[src/rtl/ping_target_gen.sv]
// Target generator for the ping game: issues LFSR targets to the equality comparator and scores hits and misses.
// Optional feature macro: PING_SPEEDUP_EN (each hit shrinks the armed window down to a floor).
module ping_target_gen #(
  parameter int unsigned WINDOW = 1000,
  parameter int unsigned GAP    = 4,
  parameter logic [15:0] SEED   = 16'hACE1
) (
  input  logic        clk,
  input  logic        rst_n,
  input  logic        start,
  input  logic        eq,
  output logic [15:0] target,
  output logic        valid,
  output logic        hit,
  output logic        miss,
  output logic [7:0]  score,
  output logic        busy
);

  localparam int unsigned TW = $clog2(WINDOW + 1);
  localparam int unsigned GW = $clog2(GAP + 1);
  localparam logic [GW-1:0] GAP_LAST = GW'(GAP - 1);
  localparam logic [15:0] SEED_EFF = (SEED == 16'h0000) ? 16'h0001 : SEED;

  typedef enum logic [1:0] {
    S_IDLE  = 2'd0,
    S_LOAD  = 2'd1,
    S_ARMED = 2'd2,
    S_COOL  = 2'd3
  } state_t;

  // Galois right-shift LFSR step; a non-zero state never maps to zero
  function automatic logic [15:0] lfsr_step(input logic [15:0] v);
    return (v >> 1) ^ (v[0] ? 16'hB400 : 16'h0000);
  endfunction

  state_t          r_state, w_state_nxt;
  logic [15:0]     r_lfsr, w_lfsr_nxt;
  logic [15:0]     r_target, w_target_nxt;
  logic [TW-1:0]   r_timer, w_timer_nxt;
  logic [GW-1:0]   r_gap, w_gap_nxt;
  logic [7:0]      r_score, w_score_nxt;
  logic            r_hit, w_hit_nxt;
  logic            r_miss, w_miss_nxt;
  logic            r_valid, w_valid_nxt;
  logic            r_busy, w_busy_nxt;
  logic [15:0]     w_lfsr_adv;
  logic [TW-1:0]   w_win_last;

  assign w_lfsr_adv = lfsr_step(r_lfsr);

`ifdef PING_SPEEDUP_EN
  localparam int unsigned FLOOR = (WINDOW < 64) ? WINDOW : 64;
  logic [TW-1:0] r_win, w_win_nxt, w_win_dec;

  assign w_win_last = r_win - TW'(1);

  // Window after a hit: shrink by 16 but never below the floor
  always_comb begin
    if (32'(r_win) >= FLOOR + 32'd16) begin
      w_win_dec = TW'(32'(r_win) - 32'd16);
    end else begin
      w_win_dec = TW'(FLOOR);
    end
  end

  // Active window register, restored on every accepted start
  always_ff @(posedge clk or negedge rst_n) begin
    if (!rst_n) begin
      r_win <= TW'(WINDOW);
    end else begin
      r_win <= w_win_nxt;
    end
  end
`else
  assign w_win_last = TW'(WINDOW - 1);
`endif

  // Next-state and next-output logic
  always_comb begin
    w_state_nxt  = r_state;
    w_lfsr_nxt   = r_lfsr;
    w_target_nxt = r_target;
    w_timer_nxt  = r_timer;
    w_gap_nxt    = r_gap;
    w_score_nxt  = r_score;
    w_hit_nxt    = 1'b0;
    w_miss_nxt   = 1'b0;
`ifdef PING_SPEEDUP_EN
    w_win_nxt    = r_win;
`endif
    case (r_state)
      S_IDLE: begin
        if (start) begin
          w_score_nxt = 8'd0;
          w_state_nxt = S_LOAD;
`ifdef PING_SPEEDUP_EN
          w_win_nxt   = TW'(WINDOW);
`endif
        end else begin
          w_state_nxt = S_IDLE;
        end
      end
      S_LOAD: begin
        w_lfsr_nxt   = w_lfsr_adv;
        w_target_nxt = w_lfsr_adv;
        w_timer_nxt  = '0;
        w_state_nxt  = S_ARMED;
      end
      S_ARMED: begin
        // eq takes priority over a coincident timeout
        if (eq) begin
          w_hit_nxt   = 1'b1;
          w_score_nxt = (r_score == 8'hFF) ? 8'hFF : r_score + 8'd1;
          w_gap_nxt   = '0;
          w_state_nxt = S_COOL;
`ifdef PING_SPEEDUP_EN
          w_win_nxt   = w_win_dec;
`endif
        end else if (r_timer == w_win_last) begin
          w_miss_nxt  = 1'b1;
          w_state_nxt = S_IDLE;
        end else begin
          w_timer_nxt = r_timer + TW'(1);
        end
      end
      S_COOL: begin
        if (r_gap == GAP_LAST) begin
          w_state_nxt = S_LOAD;
        end else begin
          w_gap_nxt = r_gap + GW'(1);
        end
      end
      default: begin
        w_state_nxt = S_IDLE;
      end
    endcase
    w_valid_nxt = (w_state_nxt == S_ARMED);
    w_busy_nxt  = (w_state_nxt != S_IDLE);
  end

  // State, datapath and registered outputs
  always_ff @(posedge clk or negedge rst_n) begin
    if (!rst_n) begin
      r_state  <= S_IDLE;
      r_lfsr   <= SEED_EFF;
      r_target <= 16'h0000;
      r_timer  <= '0;
      r_gap    <= '0;
      r_score  <= 8'd0;
      r_hit    <= 1'b0;
      r_miss   <= 1'b0;
      r_valid  <= 1'b0;
      r_busy   <= 1'b0;
    end else begin
      r_state  <= w_state_nxt;
      r_lfsr   <= w_lfsr_nxt;
      r_target <= w_target_nxt;
      r_timer  <= w_timer_nxt;
      r_gap    <= w_gap_nxt;
      r_score  <= w_score_nxt;
      r_hit    <= w_hit_nxt;
      r_miss   <= w_miss_nxt;
      r_valid  <= w_valid_nxt;
      r_busy   <= w_busy_nxt;
    end
  end

  assign target = r_target;
  assign valid  = r_valid;
  assign hit    = r_hit;
  assign miss   = r_miss;
  assign score  = r_score;
  assign busy   = r_busy;

endmodule
[config.mk]
export PLATFORM = sky130hd
export DESIGN_NAME = ping_target_gen
export DESIGN_NICKNAME = d
export VERILOG_FILES = /design/src/rtl/ping_target_gen.sv
export SDC_FILE = /design/constraint.sdc
export NUM_CORES = 1
export LEC_CHECK = 0
export BUFFER_PORTS_ARGS = -buffer_cell sky130_fd_sc_hd__buf_2
export CAP_MARGIN = 5
export CORE_MARGIN = 2
export CORE_UTILIZATION = 43
export DETAILED_ROUTE_END_ITERATION = 8
export PLACE_DENSITY = 0.64
export SLEW_MARGIN = 20
export SYNTH_ARGS = -nofsm -noshare
export SYNTH_HDL_FRONTEND = slang
export SYNTH_SLANG_ARGS = --single-unit
export TNS_END_PERCENT = 5
[constraint.sdc]
create_clock -name clk -period 2.7 [get_ports clk]
set_input_delay 0.405 -clock clk [delete_from_list [all_inputs] [get_ports clk]]
set_output_delay 0.405 -clock clk [all_outputs]
set_load 0.05 [all_outputs]
==> results of run 1 <==
==> routing by layer <==
layer	global-route usage, %	routed length, um
met1	21.2	2220
met2	25.8	2020
met3	3.86	145
met4	4.83	43
met5	0	0
==> worst min path at each step <==
stage / startpoint / endpoint / slack, ps / cells past startpoint
after floorplan: rst_n / busy$_DFF_PN0_ / 110 / 0
after global placement: rst_n / target[5]$_DFFE_PN0P_ / 370 / 1
final: rst_n / target[5]$_DFFE_PN0P_ / 30 / 1
after global routing: rst_n / target[5]$_DFFE_PN0P_ / 60 / 1
after detailed placement: rst_n / target[5]$_DFFE_PN0P_ / 380 / 1
after CTS: rst_n / target[5]$_DFFE_PN0P_ / 40 / 1
==> cells in the mapped netlist, types with 4 or more instances <==
cell	instances	area share (%)
a22o_1	4	1.4
clkbuf_1	4	0.62
nand3_1	5	1.0
nand2b_1	6	1.6
inv_1	4	0.62
xor2_1	4	1.4
o21ai_0	14	2.9
nor2_1	25	3.9
buf_4	9	2.8
nor2b_1	4	1.0
ha_1	4	2.1
dfstp_2	8	8.7
a21oi_1	8	1.7
buf_2	5	1.0
dfrtp_1	43	45
nand2_1	69	11
==> report_power, final <==
group          internal (mW)  switching (mW)
Combinational          0.354           0.940
Clock                  0.370           0.244
Sequential              1.04           0.194
Total                   1.77            1.38
==> registers in the layout, summed over array words and instances (netlist names) <==
signal / flops
score: 8
r_lfsr: 16
valid: 1
busy: 1
miss: 1
r_timer: 10
hit: 1
r_gap: 3
r_state: 2
target: 8
==> layout make-up <==
type | instances | area [um^2]
repair buffers | 34 | 178
well taps | 72 | 90.1
inverters | 5 | 18.8
flip-flops and latches | 51 | 1290
clock inverters | 2 | 60.1
fillers | 522 | 2760
multi-input cells | 185 | 1000
clock buffers | 6 | 72.6
==> cell families after synthesis <==
family	Yosys count	share of synthesized area, %
AOI/OAI and AO/OA	39	9.94
xor gates and xnor gates	7	2.54
adders and majority gates	4	2.07
buffers and inverters	23	5.23
DFF	51	53.2
muxes	2	0.829
and+or+nand+nor	133	26.2
==> critical path, cell delays in order, from the launching register on <==
cell	delay (ps)
dfrtp_1	640
nand2b_1	780
o211ai_1	180
o31ai_1	110
==> results.py, run 1 <==
metrics = {
    "yosys": {
        "yosysSeqAreaShare_pct": 53.2,
        "ys_warn_count": 0,
        "synth.distinct_cells": 43,
        "synthesis.nets": 267,
        "avgSynthCellArea_um2": 9.33,
        "synthesis.area_um2": 2420,
        "syn_inst": 259,
        "async_flop_share_pct": 100,
        "synth_seq_cells": 51,
        "synth_ff_type": "dfrtp_1",
        "synth-edff-count": 0,
    },
    "final_layout": {
        "layout_commonest_cell": "nand2_1",
        "final_nets": 290,
        "layout_common_cells": "nand2_1, dfrtp_1, buf_2, nor2_1, o21ai_0",
        "antenna_cells": 0,
        "finalNonFillerCells": 355,
        "area_delta_synth_final_pct": 12.1,
        "final_area_um2": 2710,
        "utilization_pct": 49.5,
        "drive_above_1_share_pct": 19.8,
    },
    "floorplanning": {
        "rows": 27,
        "initial_utilization_pct": 44.1,
        "io_pins": 32,
        "die_y_um": 79.0,
        "core-area_um2": 5470,
        "fp.dieW_um": 79.0,
        "die-area_um2": 6230,
    },
    "route": {
        "avgRoutedWirePerCell_um": 12.5,
        "detail_route.vias_per_cell": 4.97,
        "firstDrtPassIters": 4,
        "ant_nets": 0,
        "dr_total_vias": 1766,
        "drt_iter0_markers": 104,
        "drcViolationCount": 0,
        "wirelength_mm": 4.44,
    },
    "critical_path": {
        "worstSetupPathType": "reg -> reg",
        "crit_fanout": 27,
        "worst_r2r_endpoint": "r_timer[8]$_DFFE_PN0P_",
        "r2r-start": "r_state[1]$_DFF_PN0_",
        "worstPathRequired_ps": 2910,
        "r2r_cells": 3,
        "rrSetupSlack_ps": 900,
        "crit_start": "r_state[1]$_DFF_PN0_",
        "worstSetupEndpointType": "flip-flop",
        "arrival_ps": 2010,
        "cp-start-kind": "flip-flop",
        "cp-endpoint": "r_timer[8]$_DFFE_PN0P_",
    },
    "sta": {
        "fmax_mhz": 556,
        "hold_viol": 0,
        "period_share_pct": 66.7,
        "setup_viol": 0,
        "fin_crit_ps": 1800,
        "fin_setup_tns_ps": 0,
        "worst_slack_ps": 900,
        "fin_worst_skew_ps": 7.45,
        "maxSlewHeadroom_pct": 39.3,
        "worstMarginPinSlew_ps": 910,
        "rsz0062_at_grt": "false",
        "holdWs_ps": 34.9,
        "finalMaxSlewViolations": 0,
    },
    "clock_network": {
        "post-cts-setup-buffers": 0,
        "cts_root_buf": "clkbuf_8",
        "cts_tree": "built",
        "clock_latency_ps": 300,
        "clk_path_buf_depth": 2,
        "cts_hold_buffers": 0,
        "cts.clk_slew.worst_paths_ps": 90,
        "cts_resized": 0,
        "cts.sink_count": 51,
        "htreeDepth": 2,
        "cts_buffers": 5,
    },
    "power": {
        "leakagePower_nw": 1.37,
        "powerDensity_nw_per_um2": 1160,
        "vdd_drop_max_mv": 0.507,
        "finalPower_mw": 3.14,
    },
    "global_routing": {
        "grt_pass1_vias": 1724,
        "grt_max_degree": 34,
        "antenna_found_initial": 0,
        "grt-ovfl-total": 0,
        "track_usage_pct": 15.9,
        "grt_pass1_wl_mm": 7.97,
    },
    "placement": {
        "dp.cells": 347,
        "dp_worst_setup_slack_ps": 894,
        "gp_congestion": 0.791,
        "placed_area_um2": 2580,
        "portBuffers": 31,
        "dp_hpwl_mm": 3.07,
    },
    "run": {
        "maxCapViolations": 0,
    },
    "run_status": {
        "status": "completed",
    },
    "min_path": {
        "hold_class": "in -> async",
    },
}
Power figures use the tool's default switching activity.
==> run 2: changes to the inputs <==
==> constraint.sdc (replaced) <==
create_clock -name clk -period 1.7 [get_ports clk]
set_input_delay 0.255 -clock clk [delete_from_list [all_inputs] [get_ports clk]]
set_output_delay 0.255 -clock clk [all_outputs]
set_load 0.05 [all_outputs]
==> results.py, run 2 (same netlist as run 1, synthesis figures left out) <==
metrics = {
    "run_status": {
        "status": "completed",
    },
    "final_layout": {
        "largest_register_ffs": 16,
        "layout_commonest_cell": "nand2_1",
        "antenna_cells": 0,
        "layout_common_cells": "nand2_1, dfrtp_1, buf_2, nor2_1, o21ai_0",
        "final_nets": 294,
        "reg_top3": "r_lfsr (16), r_timer (10)",
        "multi_input_area_um2": 1000,
        "area_delta_synth_final_pct": 12.6,
        "fillers": 513,
        "regArea_um2": 1290,
        "utilization_pct": 49.7,
        "drive_above_1_share_pct": 20.9,
        "regMostFlops": "r_lfsr",
    },
    "sta": {
        "fmax_mhz": 625,
        "rsz0062_at_grt": "false",
        "period_share_pct": 94.2,
        "hold_viol": 0,
        "fin_setup_tns_ps": 0,
        "setup_viol": 0,
        "worstMarginPinSlew_ps": 429,
        "finalMaxSlewViolations": 0,
        "fin_crit_ps": 1600,
        "fin_worst_skew_ps": 9.06,
        "maxSlewHeadroom_pct": 71.1,
    },
    "critical_path": {
        "worstPathRequired_ps": 1930,
        "worstSetupEndpointType": "flip-flop",
        "worstSetupPathType": "reg -> reg",
        "cp-start-kind": "flip-flop",
        "critPathSlowestCell": "or4_1",
        "arrival_ps": 1830,
        "path_cells": "ha_1 -> and2_1 -> and4_4 -> or4_1 -> nand3_1",
        "critPathMaxStageDelay_ps": 460,
        "crit_fanout": 6,
    },
    "power": {
        "leakagePower_nw": 1.37,
        "clock_power_share_pct": 14.0,
        "cell_internal_pwr_mw": 2.57,
        "p_comb_share_pct": 44.6,
        "vdd_drop_max_mv": 0.800,
        "powerDensity_nw_per_um2": 1750,
        "p_sw_share_pct": 46.0,
        "p_switching_mw": 2.20,
        "seq_power_share_pct": 41.4,
    },
    "route": {
        "ant_nets": 0,
        "wirelength_mm": 4.38,
        "avgRoutedWirePerCell_um": 12.2,
        "drt_iter0_markers": 132,
        "drcViolationCount": 0,
        "wl_met1_mm": 2.01,
        "wl_met2_mm": 2.12,
        "wl_met3_um": 207,
        "dr_total_vias": 1862,
        "top_layer_used": "met4",
        "firstDrtPassIters": 4,
        "detail_route.vias_per_cell": 5.19,
    },
    "floorplanning": {
        "io_pins": 32,
        "die-area_um2": 6230,
        "rows": 27,
        "fp.dieW_um": 79.0,
        "core-area_um2": 5470,
        "initial_utilization_pct": 44.1,
        "die_y_um": 79.0,
    },
    "global_routing": {
        "grt_pass1_vias": 1773,
        "grt-ovfl-total": 0,
        "grt_max_degree": 52,
        "antenna_found_initial": 0,
        "track_usage_pct": 15.7,
        "grt_pass1_wl_mm": 7.90,
    },
    "clock_network": {
        "clock_latency_ps": 300,
        "cts_tree": "built",
        "post-cts-setup-buffers": 0,
        "cts.clk_slew.worst_paths_ps": 80,
        "cts_root_buf": "clkbuf_8",
        "clk_path_buf_depth": 2,
        "cts_buffers": 5,
        "cts.sink_count": 51,
        "htreeDepth": 2,
    },
    "placement": {
        "gp_congestion": 0.833,
        "portBuffers": 31,
        "dp_hpwl_mm": 2.98,
    },
    "min_path": {
        "hold_class": "in -> reg",
    },
    "run": {
        "maxCapViolations": 0,
    },
}
-- run 2: power by group through the flow --
stage          registers (mW)  clock network (mW)  logic [mW]
3_5_place_dp             2.00                   0        2.15
2_1_floorplan            2.37                   0        1.33
4_1_cts                  1.97               0.705        2.15
5_1_grt                  2.04               0.750        2.37
3_3_place_gp             1.98                   0        2.12
6_report                 1.97               0.666        2.13
-- run 2: layout make-up --
cell class / instances / share of cell area, %
multi-input cells: 185 / 36.9
inverters: 5 / 0.690
clock buffers: 6 / 2.67
well taps: 72 / 3.31
repair buffers: 38 / 8.65
flip-flops and latches: 51 / 47.3
clock inverters: 2 / 0.460
-- run 2: worst max-delay path, delay by kind of cell (launching register included) --
kind / cells / cell delay (ps)
fa+ha+maj: 1 / 230
flops: 1 / 430
simple gates: 4 / 880
-- run 2: per-layer routing --
layer / GRT usage, % / vias up
met5: 0 / -
met1: 20.8 / 894
li1: - / 912
met3: 3.52 / 5
met4: 5.17 / 0
met2: 25.7 / 51
-- run 2: metrics by stage --
stage	setup WS (ps)	instances	hold WS (ps)	total power, mW	cell area [um^2]
floorplan	57.2	259	-40.6	3.70	2420
global placement	142	350	269	4.10	2620
detailed placement	117	350	269	4.15	2620
CTS	97.1	359	204	4.83	2720
global route	3.64	359	207	5.16	2720
finish	98.8	359	218	4.77	2720
-- run 2: timing repair --
item	CTS	global route
gates resized for setup	0	1
setup endpoints to repair	0	1
hold endpoints to repair	43	0
hold buffers	1	0
-- run 2: worst paths after layout --
check | start | slack (ps) | endpoint | cells past startpoint
max in group asynchronous | rst_n | 940 | r_lfsr[0]$_DFFE_PN1P_ | 3
max reg2reg | r_timer[0]$_DFFE_PN0P_ | 100 | r_timer[0]$_DFFE_PN0P_ | 5
min | start | 220 | r_state[0]$_DFF_PN0_ | 3
min reg2reg | r_lfsr[5]$_DFFE_PN1P_ | 460 | r_lfsr[5]$_DFFE_PN1P_ | 2
max | r_timer[0]$_DFFE_PN0P_ | 100 | r_timer[0]$_DFFE_PN0P_ | 5
min in group asynchronous | rst_n | 460 | target[6]$_DFFE_PN0P_ | 3
==> run 3: changes to the inputs <==
==> constraint.sdc (replaced) <==
create_clock -name clk -period 1.6 [get_ports clk]
set_input_delay 0.24 -clock clk [delete_from_list [all_inputs] [get_ports clk]]
set_output_delay 0.24 -clock clk [all_outputs]
set_load 0.05 [all_outputs]
==> results.py, run 3 (same netlist as run 1, synthesis figures left out) <==
metrics = {
    "run_status": {
        "status": "completed",
    },
    "critical_path": {
        "critPathMaxStageDelay_ps": 460,
        "cp-start-kind": "flip-flop",
        "critPathSlowestCell": "or4_1",
        "arrival_ps": 1770,
        "worstSetupEndpointType": "flip-flop",
        "r2r-start": "r_timer[0]$_DFFE_PN0P_",
        "worstPathRequired_ps": 1840,
        "crit_fanout": 3,
        "crit_start": "r_timer[0]$_DFFE_PN0P_",
        "path_cells": "ha_2 -> and2_1 -> and4_4 -> or4_1 -> nand3_1",
        "rrSetupSlack_ps": 70,
        "r2r_cells": 5,
        "worstSetupPathType": "reg -> reg",
        "cp-endpoint": "r_timer[0]$_DFFE_PN0P_",
        "worst_r2r_endpoint": "r_timer[0]$_DFFE_PN0P_",
    },
    "floorplanning": {
        "initial_utilization_pct": 44.1,
        "die_y_um": 79.0,
        "core-area_um2": 5470,
        "fp.dieW_um": 79.0,
        "rows": 27,
        "io_pins": 32,
        "die-area_um2": 6230,
    },
    "route": {
        "wirelength_mm": 4.47,
        "dr_total_vias": 1800,
        "ant_nets": 0,
        "detail_route.vias_per_cell": 4.96,
        "drt_iter0_markers": 139,
        "drcViolationCount": 0,
        "firstDrtPassIters": 6,
        "avgRoutedWirePerCell_um": 12.3,
    },
    "final_layout": {
        "drive_above_1_share_pct": 23.0,
        "layout_commonest_cell": "nand2_1",
        "regMostFlops": "r_lfsr",
        "layout_common_cells": "nand2_1, dfrtp_1, buf_2, nor2_1, o21ai_0",
        "antenna_cells": 0,
        "finalNonFillerCells": 363,
        "largest_register_ffs": 16,
        "final_area_um2": 2790,
        "area_delta_synth_final_pct": 15.3,
        "final_nets": 298,
        "reg_top3": "r_lfsr (16), r_timer (10)",
    },
    "placement": {
        "dp_hpwl_mm": 3.16,
        "dp.cells": 354,
        "portBuffers": 31,
        "placed_area_um2": 2660,
        "gp_congestion": 0.912,
    },
    "power": {
        "vdd_drop_max_mv": 0.926,
        "powerDensity_nw_per_um2": 1910,
        "finalPower_mw": 5.32,
        "leakagePower_nw": 1.41,
    },
    "sta": {
        "period_share_pct": 95.6,
        "fin_crit_ps": 1530,
        "fmax_mhz": 654,
        "rsz0062_at_grt": "false",
        "setup_viol": 0,
        "worstMarginPinSlew_ps": 442,
        "finalMaxSlewViolations": 0,
        "maxSlewHeadroom_pct": 70.3,
        "fin_setup_tns_ps": 0,
        "hold_viol": 0,
        "holdWs_ps": 174,
        "fin_worst_skew_ps": 9.24,
    },
    "global_routing": {
        "antenna_found_initial": 0,
        "grt_max_degree": 28,
        "track_usage_pct": 16.0,
        "grt_pass1_vias": 1718,
        "grt-ovfl-total": 0,
        "grt_pass1_wl_mm": 7.96,
    },
    "run": {
        "maxCapViolations": 0,
    },
    "clock_network": {
        "cts_buffers": 5,
        "cts.clk_slew.worst_paths_ps": 90,
        "clk_path_buf_depth": 2,
        "cts_root_buf": "clkbuf_8",
        "htreeDepth": 2,
        "cts.sink_count": 51,
        "clock_latency_ps": 300,
        "cts_tree": "built",
    },
    "min_path": {
        "hold_class": "in -> reg",
    },
}
run 3: report_power, final:
group          internal [mW]  switching (mW)  leakage (nW)  total, mW
sequential              1.76           0.312         0.647       2.07
clock                  0.506           0.404        0.0612      0.910
combinational          0.699            1.64         0.702       2.34
run 3: per-stage QoR:
stage	worst slack (ps)	utilization, %
3_5_place_dp	64.7	48.5
5_1_grt	12.7	50.9
2_1_floorplan	70.0	-
6_report	70.1	50.9
3_3_place_gp	84.1	48.5
4_1_cts	43.2	50.9
run 3: worst min-delay path by stage:
| stage | from | endpoint | slack [ps] | cells after the start |
|---|---|---|---|---|
| global route | start | r_state[0]$_DFF_PN0_ | 200 | 3 |
| finish | start | r_state[0]$_DFF_PN0_ | 170 | 3 |
| global placement | rst_n | target[5]$_DFFE_PN0P_ | 160 | 1 |
| floorplan | rst_n | busy$_DFF_PN0_ | -60 | 0 |
| detailed placement | rst_n | target[0]$_DFFE_PN0P_ | 170 | 1 |
| CTS | start | r_state[0]$_DFF_PN0_ | 170 | 3 |
run 3: timing repair:
action                                 4_1_cts  5_1_grt
resized for setup                            0        2
buffers inserted                             0        0
endpoints found under the hold margin        8        0
setup endpoints to repair                    0        2
hold buffers                                 1        0
run 3: metal layers:
metal	wire (um)	track usage (%)
met4	88	6.38
met2	2060	24.9
met3	126	3.41
met1	2200	22.0
met5	0	0
run 3: area by class of cell:
class                           instances  area (um^2)
Tap cell                               72         90.1
Clock inverter                          2         35.0
Timing Repair Buffer                   42          265
Sequential cell                        51         1290
Fill cell                             524         2690
Inverter                                5         18.8
Multi-Input combinational cell        185         1010
Clock buffer                            6         82.6
run 3: critical path: cells and delay by family, from the launching register on:
family | cells | cell delay, ps
flops | 1 | 400
fa+ha+maj | 1 | 190
simple gates | 4 | 880
